===== config.mk =====
export PLATFORM = sky130hd
export DESIGN_NAME = lc3_control_fsm
export DESIGN_NICKNAME = d
export VERILOG_FILES = /design/src/rtl/lc3_control_fsm.sv
export SDC_FILE = /design/constraint.sdc
export NUM_CORES = 1
export LEC_CHECK = 0
export BUFFER_PORTS_ARGS = -buffer_cell sky130_fd_sc_hd__buf_2
export CORE_MARGIN = 1
export CORE_UTILIZATION = 45
export DETAILED_ROUTE_END_ITERATION = 8
export GPL_TIMING_DRIVEN = 0
export PLACE_DENSITY = 0.82
export SYNTH_ARGS = -nofsm -noshare
export SYNTH_HDL_FRONTEND = slang
export SYNTH_SLANG_ARGS = --single-unit
export TNS_END_PERCENT = 1

===== constraint.sdc =====
create_clock -name clock_i -period 3.35 [get_ports clock_i]
set_input_delay 0.335 -clock clock_i [delete_from_list [all_inputs] [get_ports clock_i]]
set_output_delay 0.335 -clock clock_i [all_outputs]
set_load 0.05 [all_outputs]

===== src/rtl/lc3_control_fsm.sv =====
// LC3 pipeline controller: start-up ramp, memory-op stalls and control-flow
// bubbles, plus the combinational operand bypass selects for decode.
module lc3_control_fsm #(
    parameter int CF_BUBBLES = 3
) (
    input  logic        clock_i,
    input  logic        reset_i,
    input  logic        complete_instr_i,
    input  logic        complete_data_i,
    input  logic [15:0] ir_i,
    input  logic [15:0] ir_exec_i,
    input  logic [15:0] imem_dout_i,
    input  logic [2:0]  psr_i,
    input  logic [2:0]  nzp_i,
    output logic        enable_updatepc_o,
    output logic        enable_fetch_o,
    output logic        enable_decode_o,
    output logic        enable_execute_o,
    output logic        enable_writeback_o,
    output logic        br_taken_o,
    output logic        bypass_alu_1_o,
    output logic        bypass_alu_2_o,
    output logic        bypass_mem_1_o,
    output logic        bypass_mem_2_o,
    output logic [1:0]  mem_state_o
);
    // state     | meaning
    // S_RUN     | pipeline advancing (start-up ramp in progress or complete)
    // S_MEM     | stage enables held low while the data-memory sequence runs
    // S_CF_WAIT | fetch held low for CF_BUBBLES cycles after a BR/JMP fetch
    typedef enum logic [1:0] {S_RUN, S_MEM, S_CF_WAIT} state_t;

    localparam logic [1:0] MS_READ  = 2'd0;
    localparam logic [1:0] MS_IND   = 2'd1;
    localparam logic [1:0] MS_WRITE = 2'd2;
    localparam logic [1:0] MS_IDLE  = 2'd3;
    localparam int CNT_W = (CF_BUBBLES > 1) ? $clog2(CF_BUBBLES) : 1;
    localparam logic [CNT_W-1:0] CNT_LAST = CNT_W'(CF_BUBBLES - 1);

    function automatic logic is_alu(input logic [3:0] op);
        return op inside {4'b0001, 4'b0101, 4'b1001, 4'b1110};
    endfunction
    function automatic logic is_load(input logic [3:0] op);
        return op inside {4'b0010, 4'b0110, 4'b1010};
    endfunction
    function automatic logic is_store(input logic [3:0] op);
        return op inside {4'b0011, 4'b0111, 4'b1011};
    endfunction

    state_t           state_q;
    logic [2:0]       vld_q;
    logic [CNT_W-1:0] cf_cnt_q;
    logic             cf_pend_q, cf_jmp_q, sti_q;
    logic             upc_q, fetch_q, decode_q, execute_q, writeback_q, br_q;
    logic [1:0]       mem_state_q;

    logic [3:0] op_exec, op_fetch;
    logic       exec_alu, exec_two_src, exec_load, mem_go, cf_seen, cf_go, br_cond;
    logic       src1_hit, src2_hit;
    logic       sig_unused;

    assign op_exec      = ir_exec_i[15:12];
    assign op_fetch     = imem_dout_i[15:12];
    assign exec_alu     = is_alu(op_exec);
    assign exec_two_src = (op_exec == 4'b0001) || (op_exec == 4'b0101);
    assign exec_load    = is_load(op_exec);
    assign mem_go       = execute_q && (exec_load || is_store(op_exec));
    assign cf_seen      = complete_instr_i && (op_fetch == 4'b0000 || op_fetch == 4'b1100);
    assign cf_go        = cf_seen || cf_pend_q;
    assign br_cond      = |(ir_exec_i[11:9] & psr_i);
    assign sig_unused   = ^{nzp_i, ir_i[15:9], ir_i[4:3], ir_exec_i[8:0], imem_dout_i[11:0]};

    // A load's destination can only collide with an ALU one if the opcodes overlap, which they do not.
    assign src1_hit       = !reset_i && (ir_exec_i[11:9] == ir_i[8:6]);
    assign src2_hit       = !reset_i && !ir_i[5] && (ir_exec_i[11:9] == ir_i[2:0]);
    assign bypass_alu_1_o = src1_hit && exec_alu;
    assign bypass_alu_2_o = src2_hit && exec_two_src;
    assign bypass_mem_1_o = src1_hit && exec_load;
    assign bypass_mem_2_o = src2_hit && exec_load;

    always_ff @(posedge clock_i) begin
        if (reset_i) begin
            state_q     <= S_RUN;
            vld_q       <= '0;
            cf_cnt_q    <= '0;
            cf_pend_q   <= 1'b0;
            cf_jmp_q    <= 1'b0;
            sti_q       <= 1'b0;
            upc_q       <= 1'b0;
            fetch_q     <= 1'b0;
            decode_q    <= 1'b0;
            execute_q   <= 1'b0;
            writeback_q <= 1'b0;
            br_q        <= 1'b0;
            mem_state_q <= MS_IDLE;
        end else begin
            br_q        <= 1'b0;
            writeback_q <= 1'b0;
            case (state_q)
                S_RUN: begin
                    if (complete_instr_i) vld_q <= {vld_q[1:0], 1'b1};
                    if (cf_seen) cf_jmp_q <= (op_fetch == 4'b1100);
                    if (mem_go) begin
                        state_q   <= S_MEM;
                        upc_q     <= 1'b0;
                        fetch_q   <= 1'b0;
                        decode_q  <= 1'b0;
                        execute_q <= 1'b0;
                        cf_pend_q <= cf_go;
                        sti_q     <= (op_exec == 4'b1011);
                        case (op_exec)
                            4'b0010, 4'b0110: mem_state_q <= MS_READ;
                            4'b1010, 4'b1011: mem_state_q <= MS_IND;
                            default:          mem_state_q <= MS_WRITE;
                        endcase
                    end else begin
                        upc_q       <= complete_instr_i && !cf_go;
                        fetch_q     <= complete_instr_i && !cf_go;
                        decode_q    <= complete_instr_i && vld_q[0];
                        execute_q   <= complete_instr_i && vld_q[1];
                        writeback_q <= complete_instr_i && vld_q[2] && exec_alu;
                        if (cf_go) begin
                            state_q   <= S_CF_WAIT;
                            cf_cnt_q  <= '0;
                            cf_pend_q <= 1'b0;
                        end
                    end
                end
                S_MEM: begin
                    upc_q     <= 1'b0;
                    fetch_q   <= 1'b0;
                    decode_q  <= 1'b0;
                    execute_q <= 1'b0;
                    if (complete_data_i) begin
                        case (mem_state_q)
                            MS_IND: mem_state_q <= sti_q ? MS_WRITE : MS_READ;
                            MS_READ: begin
                                mem_state_q <= MS_IDLE;
                                writeback_q <= 1'b1;
                                state_q     <= S_RUN;
                            end
                            default: begin
                                mem_state_q <= MS_IDLE;
                                state_q     <= S_RUN;
                            end
                        endcase
                    end
                end
                S_CF_WAIT: begin
                    fetch_q     <= 1'b0;
                    decode_q    <= vld_q[0];
                    execute_q   <= vld_q[1];
                    writeback_q <= vld_q[2] && exec_alu;
                    if (cf_cnt_q == CNT_LAST) begin
                        upc_q    <= 1'b1;
                        br_q     <= cf_jmp_q || br_cond;
                        state_q  <= S_RUN;
                        cf_cnt_q <= '0;
                    end else begin
                        upc_q    <= 1'b0;
                        cf_cnt_q <= cf_cnt_q + CNT_W'(1);
                    end
                end
                default: state_q <= S_RUN;
            endcase
        end
    end

    assign enable_updatepc_o  = upc_q;
    assign enable_fetch_o     = fetch_q;
    assign enable_decode_o    = decode_q;
    assign enable_execute_o   = execute_q;
    assign enable_writeback_o = writeback_q;
    assign br_taken_o         = br_q;
    assign mem_state_o        = mem_state_q;

endmodule


Yosys cells after proc, flatten, opt, wreduce, memory -nomap -nowiden
Cells that the tools add are included.
{ "classes": {"n_addsub": 1, "n_reduce_logical": 46, "order_cmp": 0, "n_mul": 0, "mux": 30, "shifts": 0, "bitwise": 3, "eq_ne": 24, "n_div": 0} }
{ "op_table": {"columns": ["op", "n"], "rows": [
  ["$mux W2", 12],
  ["$eq A4 B4 Y1 const B", 5],
  ["$logic_and A1 B1 Y1", 15],
  ["$eq A4 B3 Y1 const B", 3],
  ["$ne A2 B2 Y1 const B", 6],
  ["$pmux W1 S3", 4],
  ["$pmux W2 S2", 3],
  ["$mux W1", 9],
  ["$reduce_bool A3 Y1", 3],
  ["$eq A4 B2 Y1 const B", 2],
  ["$reduce_and A2 Y1", 4],
  ["$reduce_bool A2 Y1", 4],
  ["$eq A3 B3 Y1", 2],
  ["$pmux W2 S3", 1],
  ["$reduce_and A3 Y1", 2],
  ["$reduce_or A2 Y1", 3],
  ["$reduce_or A3 Y1", 2],
  ["$logic_or A1 B1 Y1", 5],
  ["$eq A2 B1 Y1 const B", 2],
  ["$eq A2 B2 Y1 const B", 2],
  ["$eq A4 B1 Y1 const B", 1],
  ["$logic_not A2 Y1", 2],
  ["$logic_not A4 Y1", 1],
  ["$reduce_and A4 Y1", 1],
  ["other kinds (7)", 10]
]} }
{ "totals": {"ff_bits": 18, "elab_cells": 117, "romBits": 0, "n_memories": 0, "latchBits": 0, "ram_bits": 0} }

Logic depth before layout (Yosys ltp)
Gate-level depths: netlist (run 1).
{ "depth": {"depth_word": 8, "depth_mapped": 7, "ltp_nobuf": 6} }

Worst setup path before layout (run 1)
OpenSTA, ideal clock, no wires.
{ "synth_timing": {"path_type": "input port to output port", "start": "in ir_exec_i[10]", "end": "out bypass_alu_2_o", "t_arrival_ps": 2159, "n_path_buf": 0, "stages": 4, "required_time_ps": 3015, "slack_ps": 856, "cell_sequence": "xor2_1 nor3_1 nand3_1 nor4_1"} }
{ "synth_via": {"elab_chain_len": 3} }
{ "synth_lines": {"columns": ["item", "line", "text"], "rows": [
  ["from (decl)", "11", "input logic [15:0] ir_exec_i,"],
  ["$eq A3 B3 Y1", "75", "assign src2_hit = !reset_i && !ir_i[5] && (ir_exec_i[11:9] == ir_i[2:0]);"],
  ["$logic_and A1 B1 Y1", "75", null],
  ["$logic_and A1 B1 Y1", "77", "assign bypass_alu_2_o = src2_hit && exec_two_src;"],
  ["to (decl)", "22", "output logic bypass_alu_2_o,"]
]} }
No other way between the ends.

Worst setup path in the final report (run 1)
{ "layout_timing": {"start": "in ir_exec_i[11]", "end": "out bypass_alu_1_o"} }
{ "layout_via": {"elab_chain_len": 3} }
{ "layout_lines": {"columns": ["item", "line", "text"], "rows": [
  ["$eq A3 B3 Y1", "74", "assign src1_hit = !reset_i && (ir_exec_i[11:9] == ir_i[8:6]);"],
  ["$logic_and A1 B1 Y1", "74", null],
  ["$logic_and A1 B1 Y1", "76", "assign bypass_alu_1_o = src1_hit && exec_alu;"],
  ["to (decl)", "21", "output logic bypass_alu_1_o,"]
]} }
No other way between the ends.

==> impl_metrics.py, run 1 <==
metrics = {
    "synth": {
        "synthCells": 133,
        "synth_xor_area_share_pct": 5.60,
        "synth_compound_area_share_pct": 24.6,
        "syn-cell-area_sq_um": 1090,
        "synth_nets": 195,
        "yosys_warnings": 0,
        "ys_ff_latch": 18,
        "synthSimpleGateAreaFrac_pct": 26.1,
        "synth.distinct_cells": 42,
        "yosys.area_share.adder_pct": 4.57,
        "synth_seq_area_share_pct": 32.9,
        "syn_area_per_cell_sq_um": 8.23,
        "synth_mux_area_share_pct": 2.74,
        "synth_top_family_by_area": "simple AND/OR/NAND/NOR gates",
    },
    "detailed_routing": {
        "dr_total_vias": 1107,
        "routed_wl_um": 2710,
        "drt_iter0_drc": 16,
        "wire_per_inst_um": 13.6,
        "drc": 0,
        "vias_per_cell": 5.54,
        "ant_nets": 0,
        "dr.pass1.iters": 4,
    },
    "flow_run": {
        "cap_violations": 0,
    },
    "cells_and_area": {
        "multi_input_area_sq_um": 696,
        "final_cell_area_sq_um": 1330,
        "nNetsFinal": 236,
        "fillCellCount": 210,
        "antenna_cells": 0,
        "layout_common_cells": "buf_2, dfxtp_1, nand2_1",
        "seq_area_sq_um": 360,
        "drive_gt1_share_pct": 26.7,
        "area_growth_pct": 21.7,
        "final_common_cell": "buf_2",
    },
    "clocking": {
        "htree_levels": 1,
        "cts_root_buffer": "clkbuf_4",
        "post_cts_buffers": 0,
        "clk_pin_slew_ps": 100,
        "cts_buffer_depth": 2,
        "holdBufCountCts": 0,
        "clock_latency_ps": 300,
        "cts_tree": "done",
        "cts_buffers": 3,
        "cts.sinks": 18,
        "cts_resized": 0,
    },
    "worst_setup_path": {
        "worstSetupPathType": "in2out",
        "critPathLaunchType": "primary input",
        "cp_max_fo": 3,
        "required_ps": 3010,
        "crit_arrival_ps": 1600,
        "endpoint_kind": "output port",
    },
    "timing": {
        "worst_pin_slew_ps": 454,
        "tns_ps": 0,
        "setup_viol": 0,
        "finalMaxSlewViolations": 0,
        "max-slew-margin-rel_pct": 69.6,
        "finClkSkew_ps": 6.90,
        "timing.fmax_mhz": 516,
        "finalCriticalPeriod_ps": 1940,
        "rsz0062_at_grt": "no",
        "fin_crit_sh_pct": 57.8,
        "finalHoldViolations": 0,
    },
    "worst_hold_path": {
        "holdCritPathClass": "in2reg",
    },
    "global_route": {
        "grt_overflow": 0,
        "grt_start_max_net_pins": 11,
        "grt_pass1_vias": 974,
        "track_usage_pct": 22.6,
        "grt_pass1_wl_um": 4410,
        "antenna_found_initial": 0,
    },
    "die": {
        "die_w_um": 51.3,
        "coreArea_sq_um": 2250,
        "start_util_pct": 48.6,
        "die_h_um": 51.3,
        "io_pins": 70,
        "num_rows": 17,
        "die_area_sq_um": 2630,
    },
    "power_and_ir_drop": {
        "p_leak_uw": 0.000566,
        "peakVddDrop_mv": 0.307,
        "powerDensity_nw_per_um2": 322,
    },
    "place": {
        "gp_congestion": 0.848,
        "port_buffers": 36,
        "place_hpwl_um": 2160,
        "placed_area_sq_um": 1310,
    },
    "status": {
        "status": "complete, no violations",
    },
}
[where the power goes]
| group | switching (uW) | internal, uW | total, uW |
|---|---|---|---|
| sequential | 4.83 | 221 | 226 |
| combinational | 56.4 | 37.8 | 94.2 |
| clock | 67.0 | 41.9 | 109 |
| total | 128 | 300 | 429 |
[worst max-delay path: stages]
cell     delay [ps]
buf_2           130
xor2_1          140
or4_1           520
o21ba_2         240
buf_2           250
[registers in the layout, indices dropped and copies added (netlist names), 2 cells and up]
name and flops:
cf_cnt_q 2, mem_state_o 2, state_q 2, vld_q 3
[cell type report]
cell class / instances / area share (%)
multi-input cells: 105 / 52.2
flip-flops and latches: 18 / 27.0
repair buffers: 36 / 13.5
well taps: 28 / 2.63
clock buffers: 3 / 1.69
inverters: 6 / 1.69
plain buffers: 4 / 1.22
[routing by layer]
metal / global-route usage, % / part of all wire, % / up-vias
met5: 0 / 0 / -
met4: 6.76 / 1.3 / 0
met3: 3.57 / 2.9 / 5
met2: 37.7 / 48 / 24
met1: 29.9 / 48 / 510
li1: - / - / 568
[cell families (layout without fill, tap and decap cells)]
group / count (synthesis) / count (layout)
AO/OA/AOI/OAI: 37 / 37
XOR/XNOR: 7 / 7
adder cells (fa/ha/maj): 4 / 4
buffers and inverters: 10 / 49
flip-flops: 18 / 18
multiplexers: 3 / 3
AND/OR/NAND/NOR: 54 / 54
[synthesized netlist by cell type (all sizes together)]
library cell  count  share of area (%)
and2              1               0.57
nand3             4                1.8
o41ai             1               0.80
o31ai             1               0.69
nor3              8                3.7
o21ba             1               0.91
a211o             1               0.80
a22oi             1               0.69
nor3b             2                1.4
and3              1               0.69
a41oi             1               0.80
a222oi            1               0.91
inv               6                2.1
clkbuf            2               0.69
nand2b            6                3.4
a211oi            3                2.1
dfxtp            18                 33
or3               2                1.1
a21bo             1               0.91
nand2            13                4.5
nor2              6                2.1
a311oi            1               0.80
nand3b            4                2.7
nor4              1               0.57
a21o              1                1.4
a31o              1               0.80
xor2              4                3.2
xnor2             3                2.4
ha                4                4.6
nor2b             5                2.9
a2111o            1                1.0
o21ai             4                1.8
buf               2               0.80
a21boi            1                1.0
a31oi             2                1.1
a41o              1               0.91
o221ai            1               0.80
a21oi            12                5.5
a2111oi           1               0.80
mux2i             3                2.7
or4               1               0.69
[stage by stage]
stage | utilization, % | hold WS (ps) | total power [uW] | cells | setup WS [ps]
after floorplan | - | 436 | 288 | 133 | 856
after global placement | 58.1 | 449 | 320 | 197 | 1420
after detailed placement | 58.1 | 449 | 324 | 197 | 1410
after CTS | 59.1 | 286 | 429 | 200 | 1410
after global routing | 59.1 | 313 | 450 | 200 | 1400
final | 59.1 | 286 | 429 | 200 | 1410
[final timing paths]
check | slack [ps] | end | cells after the start | from
worst max-delay path | 1410 | bypass_alu_1_o | 5 | ir_exec_i[11]
worst min-delay path | 290 | cf_jmp_q | 3 | imem_dout_i[15]
worst max register to register | 1610 | mem_state_o[0] | 6 | state_q[0]
worst min register to register | 470 | enable_fetch_o | 2 | enable_fetch_o
No activity file was read; power rests on OpenSTA's default activity.
==> inputs of run 2 (changes only) <==
Settings changed: CORE_UTILIZATION 45 to 38, PLACE_DENSITY 0.82 to 0.74.
Clock period 3.35 ns to 1.65 ns, I/O delays scaled along.
==> run 2 against run 1 <==
Against the previous run:
- worst setup slack lost 1400 ps
- final cell count grew 2.0%
- critical path depth is the same
- routed wire length grew 3.8%
- register-to-register slack lost 1500 ps
- via count grew 1.7%
- combinational power grew 110%
- first-iteration DRC count grew 140%
- global-route usage shrank 3.8 points
- worst hold slack lost 170 ps
- sequential cell count is the same
- clock power grew to 2.6 times the previous value
==> impl_metrics.py, run 2 (synthesis gave the netlist of run 1 again) <==
metrics = {
    "clocking": {
        "holdBufCountCts": 0,
        "cts_tree": "done",
        "cts_buffer_depth": 2,
        "post_cts_buffers": 0,
        "htree_levels": 1,
        "clock_latency_ps": 310,
        "cts_buffers": 3,
        "cts.sinks": 18,
        "cts_root_buffer": "clkbuf_4",
        "clk_pin_slew_ps": 100,
    },
    "worst_setup_path": {
        "crit_arrival_ps": 1440,
        "critPathLaunchType": "primary input",
        "cp_max_fo": 3,
        "crit_path_cell_trace": "buf_2, xor2_1, or4_1, o21ba_2, buf_2",
        "worst_path_largest_cell_delay_ps": 520,
        "cp.depth": 5,
        "startpoint": "ir_exec_i[11]",
        "cp.buffers_inverters": 2,
        "r2r_cells": 6,
        "required_ps": 1480,
        "crit_end": "bypass_alu_1_o",
        "cp_top_family": "simple AND/OR/NAND/NOR gates",
        "path_common_cell": "buf_2",
        "r2r_start": "state_q[0]",
        "r2r_slack_ps": 90,
        "cp_slowest_cell": "or4_1",
        "worstSetupPathType": "in2out",
        "endpoint_kind": "output port",
        "r2r-end": "mem_state_o[0]",
    },
    "global_route": {
        "grt_overflow": 0,
        "grt_pass1_vias": 1122,
        "antenna_found_initial": 0,
        "grt_util_met1_pct": 22.4,
        "grt_start_max_net_pins": 11,
        "track_usage_pct": 18.8,
        "grt.met3_usage_pct": 4.65,
        "grt_pass1_wl_um": 4770,
        "grt_busiest_layer": "met2",
        "grtUsageMet2_pct": 34.6,
    },
    "power_and_ir_drop": {
        "power_uw": 942,
        "powerDensity_nw_per_um2": 684,
        "p_leak_uw": 0.000576,
        "peakVddDrop_mv": 0.573,
    },
    "timing": {
        "finalCriticalPeriod_ps": 1610,
        "finalHoldViolations": 0,
        "finalMaxSlewViolations": 0,
        "max-slew-margin-rel_pct": 68.2,
        "timing.fmax_mhz": 623,
        "tns_ps": 0,
        "setup_viol": 0,
        "rsz0062_at_grt": "no",
        "worst_pin_slew_ps": 477,
        "finClkSkew_ps": 10.9,
        "fin_crit_sh_pct": 97.3,
    },
    "cells_and_area": {
        "drive_gt1_share_pct": 30.6,
        "final_common_cell": "buf_2",
        "top_register": "vld_q",
        "area_growth_pct": 25.8,
        "nNetsFinal": 236,
        "antenna_cells": 0,
        "final_util_pct": 50.4,
        "largest_register_ffs": 3,
        "final_cell_area_sq_um": 1380,
        "layout_common_cells": "buf_2, dfxtp_1, nand2_1",
    },
    "detailed_routing": {
        "drt_iter0_drc": 39,
        "drc": 0,
        "dr.pass1.iters": 5,
        "ant_nets": 0,
        "wire_per_inst_um": 13.8,
        "routed_wl_um": 2820,
        "dr_total_vias": 1126,
        "vias_per_cell": 5.52,
    },
    "die": {
        "num_rows": 19,
        "die_h_um": 55.7,
        "io_pins": 70,
        "coreArea_sq_um": 2730,
        "die_w_um": 55.7,
        "die_area_sq_um": 3100,
        "start_util_pct": 40.0,
    },
    "place": {
        "placed_area_sq_um": 1320,
        "port_buffers": 36,
        "gp_congestion": 0.867,
        "place_hpwl_um": 2140,
    },
    "worst_hold_path": {
        "holdCritPathClass": "in2reg",
    },
    "flow_run": {
        "cap_violations": 0,
    },
    "status": {
        "status": "complete, no violations",
    },
}
## run 2: cell count changes in the layout (fill, tap and decap cells not counted), sizes merged
cell    delta
clkbuf     +1
## run 2: worst min-delay path by stage
stage	from	to	slack [ps]	cells after the start
floorplan	imem_dout_i[15]	cf_jmp_q	300	2
global placement	imem_dout_i[15]	cf_jmp_q	430	3
detailed placement	imem_dout_i[15]	cf_jmp_q	440	3
CTS	imem_dout_i[15]	cf_jmp_q	110	3
global route	imem_dout_i[15]	cf_jmp_q	120	3
finish	imem_dout_i[15]	cf_jmp_q	120	3
## run 2: stage by stage
step / std cells / setup slack [ps] / hold slack, ps
after floorplan: 133 / -426 / 301
after global placement: 200 / 52.7 / 425
after detailed placement: 200 / 25.9 / 435
after CTS: 204 / 42.2 / 108
after global routing: 204 / 6.03 / 125
final: 204 / 44.8 / 116
## run 2: timing repair
action / 4_1_cts / 5_1_grt
pin swaps: 0 / 1
gates resized for setup: 1 / 8
endpoints found under the setup margin: 1 / 5
## run 2: layout make-up
class,count,area [sq um]
Buffer,4,22.5
Clock buffer,4,36.3
Fill cell,270,1360
Inverter,6,22.5
Multi-Input combinational cell,105,717
Sequential cell,18,360
Tap cell,31,38.8
Timing Repair Buffer,36,180
## run 2: per-layer routing
metal	vias up	wire length (um)
li1	565	-
met1	531	1230
met2	28	1470
met3	2	109
met4	0	11
met5	-	0
## run 2: worst min-delay path, stage by stage
cell	delay, ps
buf_2	110
nand2_1	50
a21oi_1	50
## run 2: report_power, final
| group | total, uW | switching (uW) | leakage, uW | internal [uW] |
|---|---|---|---|---|
| logic | 198 | 117 | 0.000408 | 80.4 |
| clock network | 285 | 151 | 0.0000210 | 135 |
| registers | 458 | 10.2 | 0.000146 | 448 |
| total | 942 | 278 | 0.000576 | 663 |
==> inputs of run 3 (changes only) <==
Settings changed: CELL_PAD_IN_SITES_DETAIL_PLACEMENT from default to 0, CELL_PAD_IN_SITES_GLOBAL_PLACEMENT from default to 1, CORE_UTILIZATION 38 to 26.
==> run 3 against run 2 <==
Against the previous run:
- clock-buffer cell count unchanged
- highest routed layer unchanged
- critical endpoint unchanged
- critical path depth is the same
- sequential power about the same
- register-to-register slack better by 30 ps
- non-clock buffer count unchanged
- power rose by 8.8%
- critical path type unchanged
- via count shrank 1.9%
- final area is 2.7% higher
- routed wire length down 2.6%
- clock power up 31%
- clock skew is 2.6 ps lower
- worst setup slack worse by 1.5 ps
==> impl_metrics.py, run 3 (synthesis gave the netlist of run 1 again) <==
metrics = {
    "detailed_routing": {
        "wire_per_inst_um": 12.3,
        "dr_total_vias": 1105,
        "ant_nets": 0,
        "dr.pass1.iters": 4,
        "vias_per_cell": 4.96,
        "routed_wl_um": 2740,
        "drt_iter0_drc": 27,
        "drc": 0,
    },
    "die": {
        "coreArea_sq_um": 4030,
        "io_pins": 70,
        "die_area_sq_um": 4470,
        "die_h_um": 66.9,
        "die_w_um": 66.9,
        "start_util_pct": 27.2,
        "num_rows": 23,
    },
    "global_route": {
        "grt_pass1_vias": 992,
        "grt_start_max_net_pins": 11,
        "track_usage_pct": 13.9,
        "grt_pass1_wl_um": 4670,
        "antenna_found_initial": 0,
        "grt_overflow": 0,
    },
    "clocking": {
        "clk_pin_slew_ps": 70,
        "post_cts_buffers": 0,
        "clock_latency_ps": 260,
        "cts_tree": "done",
        "cts.sinks": 18,
        "holdBufCountCts": 0,
        "cts_buffer_depth": 2,
        "cts_root_buffer": "clkbuf_8",
        "htree_levels": 1,
        "cts_buffers": 3,
    },
    "worst_setup_path": {
        "cp_max_fo": 3,
        "worst_path_largest_cell_delay_ps": 530,
        "r2r_start": "state_q[0]",
        "r2r_slack_ps": 120,
        "r2r_cells": 6,
        "cp_slowest_cell": "or4_1",
        "r2r-end": "enable_updatepc_o",
        "critPathLaunchType": "primary input",
        "required_ps": 1480,
        "crit_arrival_ps": 1440,
        "worstSetupPathType": "in2out",
        "crit_path_cell_trace": "buf_2, xor2_1, or4_1, o21ba_2, clkbuf_4",
        "endpoint_kind": "output port",
    },
    "cells_and_area": {
        "drive_gt1_share_pct": 29.5,
        "area_growth_pct": 29.3,
        "layout_common_cells": "buf_2, dfxtp_1, nand2_1",
        "antenna_cells": 0,
        "top_register": "vld_q",
        "fillCellCount": 447,
        "final_cell_area_sq_um": 1420,
        "final_cells": 223,
        "nNetsFinal": 236,
        "largest_register_ffs": 3,
        "final_common_cell": "buf_2",
    },
    "timing": {
        "worst_pin_slew_ps": 512,
        "finalCriticalPeriod_ps": 1610,
        "setup_viol": 0,
        "max-slew-margin-rel_pct": 65.7,
        "timing.fmax_mhz": 622,
        "tns_ps": 0,
        "rsz0062_at_grt": "yes",
        "finClkSkew_ps": 8.27,
        "fin_crit_sh_pct": 97.4,
        "finalHoldViolations": 0,
        "finalMaxSlewViolations": 0,
    },
    "place": {
        "placed_area_sq_um": 1340,
        "place_hpwl_um": 2130,
        "port_buffers": 36,
        "placed_cells": 219,
        "gp_congestion": 0.745,
    },
    "worst_hold_path": {
        "holdCritPathClass": "in2reg",
        "hp-start": "imem_dout_i[15]",
        "min_to": "cf_jmp_q",
        "hold_depth": 3,
    },
    "power_and_ir_drop": {
        "switching_share_pct": 27.8,
        "power_frac_seq_pct": 44.7,
        "clockPowerShare_pct": 36.4,
        "peakVddDrop_mv": 0.301,
        "power.internal_uw": 739,
        "p_switching_uw": 285,
        "powerDensity_nw_per_um2": 724,
        "p_leak_uw": 0.000582,
        "p_comb_share_pct": 18.9,
    },
    "flow_run": {
        "cap_violations": 0,
    },
    "status": {
        "status": "complete, no violations",
    },
}
## run 3: layer usage
metal | up-vias | GRT usage (%) | wire, um
li1 | 566 | - | -
met1 | 509 | 18.4 | 1360
met2 | 25 | 21.5 | 1210
met3 | 5 | 4.28 | 141
met4 | 0 | 3.99 | 29
met5 | - | 0 | 0
## run 3: metrics by stage
step | hold slack [ps] | power, uW | setup slack (ps) | utilization (%)
2_1_floorplan | 301 | 586 | -426 | -
3_3_place_gp | 437 | 658 | 11.5 | 33.4
3_5_place_dp | 434 | 658 | 15.3 | 33.4
4_1_cts | 157 | 1030 | 12.5 | 34.7
5_1_grt | 164 | 1080 | -11.8 | 35.1
6_report | 160 | 1020 | 43.3 | 35.1
## run 3: critical path, delay by kind of cell
| kind | cells | cell delay [ps] |
|---|---|---|
| simple gates | 1 | 530 |
| buf+inv | 2 | 340 |
| compound gates | 1 | 260 |
| xor+xnor | 1 | 130 |
## run 3: layout make-up
class / count / area (sq um) / share of cell area, %
Clock buffer: 4 / 55.1 / 3.89
Buffer: 4 / 18.8 / 1.33
Inverter: 6 / 22.5 / 1.59
Tap cell: 50 / 62.6 / 4.42
Timing Repair Buffer: 36 / 183 / 12.9
Multi-Input combinational cell: 105 / 713 / 50.4
Sequential cell: 18 / 360 / 25.5
## run 3: worst max path at each step
stage             startpoint                  to  slack, ps  depth (start not counted)
6_report       ir_exec_i[11]      bypass_alu_1_o         40                          5
4_1_cts        ir_exec_i[11]      bypass_alu_1_o         10                          5
3_5_place_dp   ir_exec_i[11]      bypass_alu_1_o         20                          5
5_1_grt           state_q[1]  enable_writeback_o        -10                          7
2_1_floorplan        ir_i[8]      bypass_mem_1_o       -430                          3
3_3_place_gp   ir_exec_i[11]      bypass_alu_1_o         10                          5
## run 3: power by group through the flow
stage | Combinational, uW | Sequential [uW] | Clock (uW)
after floorplan | 95.5 | 491 | 0
after global placement | 190 | 468 | 0
after detailed placement | 190 | 468 | 0
after CTS | 191 | 458 | 382
after global routing | 214 | 460 | 407
final | 193 | 458 | 373
## run 3: timing repair
action / in CTS / in global routing
gates resized for setup: 0 / 7
hold endpoints to repair: 0 / 0
setup endpoints to repair: 0 / 7
